--- src/rtl/puf_sequencer.sv ---
// PUF operation sequencer: oscillator measurement followed by BCH encode, decode or both,
// with a programmable window, per-phase timeout, abort handling and error reporting.
module puf_sequencer #(
  parameter int unsigned MODE_WIDTH    = 2,
  parameter int unsigned OSC_CNT_WIDTH = 20,
  parameter int unsigned MEAS_RST_CYC  = 4,
  parameter int unsigned TIMEOUT_WIDTH = 16
) (
  input  logic                     I_clk,
  input  logic                     I_rst,
  input  logic                     I_en,
  input  logic                     I_start,
  input  logic [MODE_WIDTH-1:0]    I_mode,
  input  logic [OSC_CNT_WIDTH-1:0] I_osc_win,
  input  logic [TIMEOUT_WIDTH-1:0] I_timeout,
  output logic                     O_meas_rst,
  input  logic                     I_meas_v,
  output logic                     O_enc_en,
  output logic                     O_enc_start,
  input  logic                     I_enc_ready,
  output logic                     O_dec_en,
  output logic                     O_dec_start,
  input  logic                     I_dec_ready,
  output logic [1:0]               O_mem_sel,
  output logic                     O_busy,
  output logic                     O_ready,
  output logic                     O_err,
  output logic [1:0]               O_err_code
);

  typedef enum logic [3:0] {
    StIdle, StMrst, StMwin, StMwait, StEncSt, StEncWait, StDecSt, StDecWait, StDone
  } state_e;

  localparam logic [OSC_CNT_WIDTH-1:0] OscOne      = OSC_CNT_WIDTH'(1);
  localparam logic [OSC_CNT_WIDTH-1:0] MeasRstLast = OSC_CNT_WIDTH'(MEAS_RST_CYC - 1);
  localparam logic [TIMEOUT_WIDTH-1:0] ToOne       = TIMEOUT_WIDTH'(1);
  localparam logic [MODE_WIDTH-1:0]    ModeMeas    = MODE_WIDTH'(0);
  localparam logic [MODE_WIDTH-1:0]    ModeEnroll  = MODE_WIDTH'(1);
  localparam logic [MODE_WIDTH-1:0]    ModeRecon   = MODE_WIDTH'(2);
  localparam logic [MODE_WIDTH-1:0]    ModeVerify  = MODE_WIDTH'(3);

  state_e                     r_state;
  state_e                     w_state_d;
  logic [MODE_WIDTH-1:0]      r_mode;
  logic [OSC_CNT_WIDTH-1:0]   r_win;
  logic [OSC_CNT_WIDTH-1:0]   w_win_last;
  logic [TIMEOUT_WIDTH-1:0]   r_timeout;
  logic [OSC_CNT_WIDTH-1:0]   r_cnt;
  logic [TIMEOUT_WIDTH-1:0]   r_tcnt;
  logic                       w_timeout_hit;
  logic                       w_accept;
  logic                       w_err_set;
  logic [1:0]                 w_err_code;

  logic       r_meas_rst;
  logic       r_enc_en;
  logic       r_enc_start;
  logic       r_dec_en;
  logic       r_dec_start;
  logic [1:0] r_mem_sel;
  logic       r_busy;
  logic       r_ready;
  logic       r_err;
  logic [1:0] r_err_code;

  assign w_win_last    = r_win - OscOne;
  assign w_timeout_hit = (r_timeout != '0) && (r_tcnt == r_timeout);
  assign w_accept      = (r_state == StIdle) && I_en && I_start;

  always_comb begin
    w_state_d  = r_state;
    w_err_set  = 1'b0;
    w_err_code = 2'd0;
    unique case (r_state)
      StIdle: if (w_accept) w_state_d = StMrst;
      StMrst: if (r_cnt == MeasRstLast) w_state_d = StMwin;
      StMwin: if (r_cnt == w_win_last) w_state_d = StMwait;
      StMwait: begin
        // A valid arriving on the timeout cycle still counts as success.
        if (I_meas_v) begin
          if (r_mode == ModeEnroll || r_mode == ModeVerify) w_state_d = StEncSt;
          else if (r_mode == ModeRecon) w_state_d = StDecSt;
          else w_state_d = StDone;
        end else if (w_timeout_hit) begin
          w_state_d  = StDone;
          w_err_set  = 1'b1;
          w_err_code = 2'd1;
        end
      end
      StEncSt: w_state_d = StEncWait;
      StEncWait: begin
        if (I_enc_ready) begin
          w_state_d = (r_mode == ModeVerify) ? StDecSt : StDone;
        end else if (w_timeout_hit) begin
          w_state_d  = StDone;
          w_err_set  = 1'b1;
          w_err_code = 2'd2;
        end
      end
      StDecSt: w_state_d = StDecWait;
      StDecWait: begin
        if (I_dec_ready) begin
          w_state_d = StDone;
        end else if (w_timeout_hit) begin
          w_state_d  = StDone;
          w_err_set  = 1'b1;
          w_err_code = 2'd2;
        end
      end
      StDone:  w_state_d = StIdle;
      default: w_state_d = StIdle;
    endcase
    if (r_state != StIdle && r_state != StDone && !I_en) begin
      w_state_d  = StDone;
      w_err_set  = 1'b1;
      w_err_code = 2'd3;
    end
  end

  always_ff @(posedge I_clk) begin
    if (I_rst) begin
      r_state     <= StIdle;
      r_mode      <= ModeMeas;
      r_win       <= '0;
      r_timeout   <= '0;
      r_cnt       <= '0;
      r_tcnt      <= '0;
      r_meas_rst  <= 1'b0;
      r_enc_en    <= 1'b0;
      r_enc_start <= 1'b0;
      r_dec_en    <= 1'b0;
      r_dec_start <= 1'b0;
      r_mem_sel   <= 2'd0;
      r_busy      <= 1'b0;
      r_ready     <= 1'b0;
      r_err       <= 1'b0;
      r_err_code  <= 2'd0;
    end else begin
      r_state <= w_state_d;
      // Both counters restart on every state change, so each phase counts from zero.
      if (w_state_d != r_state || r_state == StIdle) begin
        r_cnt  <= '0;
        r_tcnt <= '0;
      end else begin
        r_cnt  <= r_cnt + OscOne;
        r_tcnt <= r_tcnt + ToOne;
      end
      if (w_accept) begin
        r_mode     <= I_mode;
        r_win      <= (I_osc_win == '0) ? OscOne : I_osc_win;
        r_timeout  <= I_timeout;
        r_err      <= 1'b0;
        r_err_code <= 2'd0;
      end else if (w_err_set) begin
        r_err      <= 1'b1;
        r_err_code <= w_err_code;
      end
      r_meas_rst  <= (w_state_d == StMrst);
      r_enc_en    <= (w_state_d == StEncSt) || (w_state_d == StEncWait);
      r_enc_start <= (w_state_d == StEncSt);
      r_dec_en    <= (w_state_d == StDecSt) || (w_state_d == StDecWait);
      r_dec_start <= (w_state_d == StDecSt);
      if (w_state_d == StEncSt || w_state_d == StEncWait) r_mem_sel <= 2'd1;
      else if (w_state_d == StDecSt || w_state_d == StDecWait) r_mem_sel <= 2'd2;
      else r_mem_sel <= 2'd0;
      r_busy  <= (w_state_d != StIdle);
      r_ready <= (w_state_d == StDone);
    end
  end

  assign O_meas_rst  = r_meas_rst;
  assign O_enc_en    = r_enc_en;
  assign O_enc_start = r_enc_start;
  assign O_dec_en    = r_dec_en;
  assign O_dec_start = r_dec_start;
  assign O_mem_sel   = r_mem_sel;
  assign O_busy      = r_busy;
  assign O_ready     = r_ready;
  assign O_err       = r_err;
  assign O_err_code  = r_err_code;

endmodule

--- config.mk ---
export PLATFORM = sky130hd
export DESIGN_NAME = puf_sequencer
export DESIGN_NICKNAME = d
export VERILOG_FILES = /design/src/rtl/puf_sequencer.sv
export SDC_FILE = /design/constraint.sdc
export NUM_CORES = 1
export LEC_CHECK = 0
export CAP_MARGIN = 20
export CORE_UTILIZATION = 55
export CTS_CLUSTER_DIAMETER = 100
export DETAILED_ROUTE_END_ITERATION = 6
export PLACE_DENSITY_LB_ADDON = 0.08
export SKIP_CTS_REPAIR_TIMING = 1
export SLEW_MARGIN = 0
export SYNTH_ARGS = -nofsm -noshare
export SYNTH_HDL_FRONTEND = slang
export SYNTH_SLANG_ARGS = --single-unit
--- constraint.sdc ---
create_clock -name I_clk -period 3.75 [get_ports I_clk]
set_clock_uncertainty 0.15 [all_clocks]
set_input_delay 0.9375 -clock I_clk [delete_from_list [all_inputs] [get_ports I_clk]]
set_output_delay 0.9375 -clock I_clk [all_outputs]
set_load 0.02 [all_outputs]
Word level (Yosys, flattened, before mapping)
Cells that the tools add are included.

Word-level logic and storage cells: 87. Input port bits: 45. Flip-flop bits (word level): 90.

Add/subtract/negate cells: 3. Equal/unequal tests: 21. Multiplexer cells: 28. Reductions and logical operators: 18.

Operators with widths (number): $mux 4 (11); $eq 4x3->1 const B (8); $pmux 4 s8 (1); $add 20x1->20 const B (1); $eq 20x2->1 const B (1); $eq 20x20->1 (1); $logic_not 20->1 (1); $mux 20 (1); $sub 20x1->20 const B (1); $add 16x1->16 const B (1); $eq 16x16->1 (1); $reduce_bool 16->1 (1); $mux 2 (5); $eq 4x1->1 const B (2); $eq 4x2->1 const B (2); $mux 1 (8); $reduce_bool 4->1 (2); $pmux 2 s3 (1); $reduce_or 2->1 (3); $logic_and 1x1->1 (5); $eq 2x2->1 const B (2); $eq 4x4->1 const B (1); $logic_not 4->1 (1); $logic_or 1x1->1 (4); 5 further kinds (5).

Depth between registers and ports, before layout
Depth after elaboration: 10. Gate-level depth with buffers: 13. Depth with buffers taken out: 9.

Least setup slack after synthesis
Ideal clock, no wire load.

Path type: register -> register. Start point: reg r_win[0]. End point: reg r_dec_start, in the netlist O_dec_start. Clock period less this slack: 2.858 ns. Stages on the path, launching flop included: 14. Arrival: 2.593 ns. Slack: 0.892 ns. Cells stage by stage: dfxtp_1 -> buf_2 -> inv_1 -> ha_1 -> buf_2 -> or3b_1 -> buf_2 -> xnor2_1 -> a31oi_1 -> or3_1 -> a221oi_2 -> a31oi_4 -> buf_6 -> and2_1.

Cells in the longest elaborated chain, start to end: 6.

Ends and longest elaborated chain: start, declared (RTL line 46) `logic [OSC_CNT_WIDTH-1:0] r_win;`; start signal, assigned (RTL line 151) `r_win <= (I_osc_win == '0) ? OscOne : I_osc_win;`; $sub 20x1->20 (RTL line 67) `assign w_win_last = r_win - OscOne;`; $eq 20x20->1 (RTL line 78) `StMwin: if (r_cnt == w_win_last) w_state_d = StMwait;`; $mux 4 (RTL line 78); $pmux 4 s8 (RTL line 75) `unique case (r_state)`; $mux 4 (RTL line 114) `if (r_state != StIdle && r_state != StDone && !I_en) begin`; $eq 4x3->1 (RTL line 163) `r_dec_start <= (w_state_d == StDecSt);`; end signal, assigned (RTL line 163); end, declared (RTL line 60) `logic r_dec_start;`.

No other way between the ends. A chain may end at the register's enable or synchronous reset.

Worst setup path in the final report
Start point: reg r_win[0]. End point: reg r_cnt[9].

Cells in the longest elaborated chain, start to end: 8.

Ends and longest elaborated chain: $sub 20x1->20 (RTL line 67); $eq 20x20->1 (RTL line 78); $mux 4 (RTL line 78); $pmux 4 s8 (RTL line 75); $mux 4 (RTL line 114); $ne 4x4->1 (RTL line 142) `if (w_state_d != r_state || r_state == StIdle) begin`; $logic_or 1x1->1 (RTL line 142); $reduce_or 2->1 (no line); end signal, assigned (RTL line 146) `r_cnt <= r_cnt + OscOne;`; end, declared (RTL line 49) `logic [OSC_CNT_WIDTH-1:0] r_cnt;`.

No other way between the ends.

==> results.yml <==
status:
  status: "finished clean"
power:
  p_int_w: 0.001526
  p_seq_share_pct: 47.1
  clockPowerShare_pct: 34.3
  vdd_drop_max_v: 0.0002867
  p_leak_nw: 2.443
  netSwitchingPower_w: 0.0006142
  swShare_pct: 28.69
  power_per_cell_area_nw_per_um2: 331.9
  combPwrFrac_pct: 18.6
yosys:
  ys_ff_latch: 89
  synth_nets: 777
  syn_area_um2: 5622
  yosysSeqAreaShare_pct: 31.69
  yosysUniqueCellTypes: 59
  synth_area_leaders: "dfxtp_1, nand3_1, mux2i_1"
  async_flop_share_pct: 0
  ys_warn_count: 0
  synth_edf_count: 0
  synthCells: 729
  ys.flop_type: "dfxtp_1"
  synth_top_area_share_pct: 31.69
  yosysTopAreaCell: "dfxtp_1"
  syn_avg_cell_area_um2: 7.711
floorplan:
  start_util_pct: 57.25
  die_height_um: 103.1
  die_area_um2: 10630
  num_io_pins: 57
  num_rows: 36
  die_x_um: 103.1
  fp.coreArea_um2: 9819
final_layout:
  area_growth_pct: 14.73
  final_common_cell: "dfxtp_1"
  fin_nets: 798
  final_layout_size_suffix_gt1_share_pct: 4.503
  diodes: 0
  final_cell_mix: "dfxtp_1, nor2_1, nand3_1, nand2_1, clkdlybuf4s50_1"
  fin_util_pct: 65.69
clock_tree:
  clk-insertion-delay-late_ns: 0.37
  cts.clk_slew.worst_paths_ns: 0.09
  numCtsBuffers: 9
  cts.sinks: 89
  cts_buffer_depth: 2
  htree_num_levels: 3
  cts_root_buf: "clkbuf_8"
  cts_tree: "done"
timing:
  setup_violations: 0
  tightest_slew_ns: 0.7324
  finalCritPeriodShare_pct: 89.70
  period_minus_slack_ns: 3.364
  setup_tns_ns: 0
  hold_slack_ns: 0.3395
  finalHoldViolCount: 0
  max_freq_mhz: 297.3
  report.final.slew_viol_count: 0
  rsz0062_at_grt: "false"
  relSlewSlack_pct: 51.00
worst_setup_path:
  timing.critical_path.buf_inv: 2
  cp_max_fo: 37
  slowest_stage: "or3b_1"
  cp.arrival_ns: 3.51
  path_cells: "inv_1, ha_1, or3b_1, o31a_1, o2111ai_1, nand3_1, and4_1, a31oi_4, buf_12, mux2i_1"
  max_stage_delay_ns: 0.54
  path_delay_family: "simple AND/OR/NAND/NOR gates"
  start_kind: "register"
  crit_type: "reg -> reg"
  required_ns: 3.90
  endpoint_kind: "register"
routing:
  drt_pre_antenna_iters: 5
  wirelength_um: 15010
  vias: 5383
  ant_nets: 0
  drt_iter0_drc: 295
  vias_per_cell: 6.062
  wl_per_cell_um: 16.91
  drcViolationCount: 0
grt:
  grt_pass1_wl_um: 23710
  grtUsageTotal_pct: 28.94
  grt_antenna_before_repair: 0
  grt_start_max_net_pins: 73
  grt_pass1_vias: 4850
  grt-ovfl-total: 0
min_path:
  hold_class: "reg -> reg"
placement:
  gp_congestion: 0.9215
  numPortBuffers: 56
  dp_hpwl_um: 10570
job:
  maxCapViolCount: 0
==> area by class of cell <==
cell class                 count  area, um2
clock inverter                 6      90.09
tap                          133      166.4
fill                         872       3369
timing repair buffer          67      680.7
sequential                    89       1782
multi-input combinational    573       3566
inverter                      10      37.54
clock buffer                  10      127.6
==> path summary, 6_finish.rpt <==
kind / slack (ns) / cells after the start / start / end
max: 0.39 / 10 / r_win[0]$_SDFFE_PP0P_ / r_cnt[9]$_SDFF_PP0_
min: 0.34 / 2 / O_err_code[1]$_SDFFE_PP0P_ / O_err_code[1]$_SDFFE_PP0P_
max reg2reg: 0.39 / 10 / r_win[0]$_SDFFE_PP0P_ / r_cnt[9]$_SDFF_PP0_
min reg2reg: 0.34 / 2 / O_err_code[1]$_SDFFE_PP0P_ / O_err_code[1]$_SDFFE_PP0P_
==> metrics by stage <==
step | cells | area (um2) | power (W) | setup WS, ns
after detailed placement | 872 | 6232 | 0.001422 | 0.3912
after CTS | 888 | 6450 | 0.002148 | 0.4234
after global routing | 888 | 6450 | 0.002226 | 0.1944
final | 888 | 6450 | 0.002141 | 0.3862
after floorplan | 729 | 5622 | 0.001292 | 0.8917
after global placement | 872 | 6232 | 0.001414 | 0.4499
==> synth_stat cells (3+ instances only) <==
library cell  instances
clkbuf_1             44
mux2i_1              39
a41oi_1               5
ha_1                  3
xor2_1               36
o31a_1                3
a22o_1               12
inv_1                10
nand3_1              80
or3_1                 5
buf_2                 7
a211o_1               4
nand2_1              79
nor2b_1               5
buf_6                 4
or4_1                 5
nand4b_1              8
nand2b_1              5
and3_1                4
nor3_1               17
and2_1                6
a211oi_1              5
nor2_1               85
nand4_1              16
nor4_1               26
dfxtp_1              89
o21ai_0              13
a31oi_1               8
xnor2_1              33
o21bai_1              4
a21oi_1              32
==> power groups by stage <==
stage               Combinational (W)  Clock [W]  Sequential [W]
finish                       0.000398   0.000735         0.00101
global route                 0.000430   0.000784         0.00101
CTS                          0.000396   0.000745         0.00101
detailed placement           0.000394          0         0.00103
global placement             0.000386          0         0.00103
floorplan                    0.000276          0         0.00102
==> worst reg2reg max path: cells and delay by family (launching register included) <==
family / cells / cell delay, ns
buf+inv: 2 / 0.41
simple gates: 3 / 0.97
fa+ha+maj: 1 / 0.33
flops: 1 / 0.40
compound gates: 3 / 0.77
mux: 1 / 0.27
==> state kept, by name (all words and copies together) (netlist names) <==
| name | count |
|---|---|
| O_busy | 1 |
| O_dec_en | 1 |
| O_dec_start | 1 |
| O_enc_en | 1 |
| O_enc_start | 1 |
| O_err | 1 |
| O_err_code | 2 |
| O_meas_rst | 1 |
| O_mem_sel | 1 |
| O_ready | 1 |
| r_cnt | 20 |
| r_mode | 2 |
| r_state | 4 |
| r_tcnt | 16 |
| r_timeout | 16 |
| r_win | 20 |
==> routing by layer <==
metal / vias up / GRT usage (%) / routed length, um
li1: 2651 / - / -
met1: 2518 / 37.87 / 6687
met2: 191 / 47.54 / 7084
met3: 23 / 5.424 / 921
met4: 0 / 10.62 / 320
met5: - / 0 / 0
==> cell families (layout without fill, tap and decap cells) <==
logic type	Yosys count	count (layout)	share of synthesized area, %
AO/OA/AOI/OAI	104	104	12.73
XOR/XNOR	69	69	10.75
adder cells (fa/ha/maj)	3	3	0.6678
buffers and inverters	67	93	5.230
flip-flops	89	89	31.69
multiplexers	39	39	6.944
AND/OR/NAND/NOR	358	358	31.98
Power figures use the tool's default switching activity.
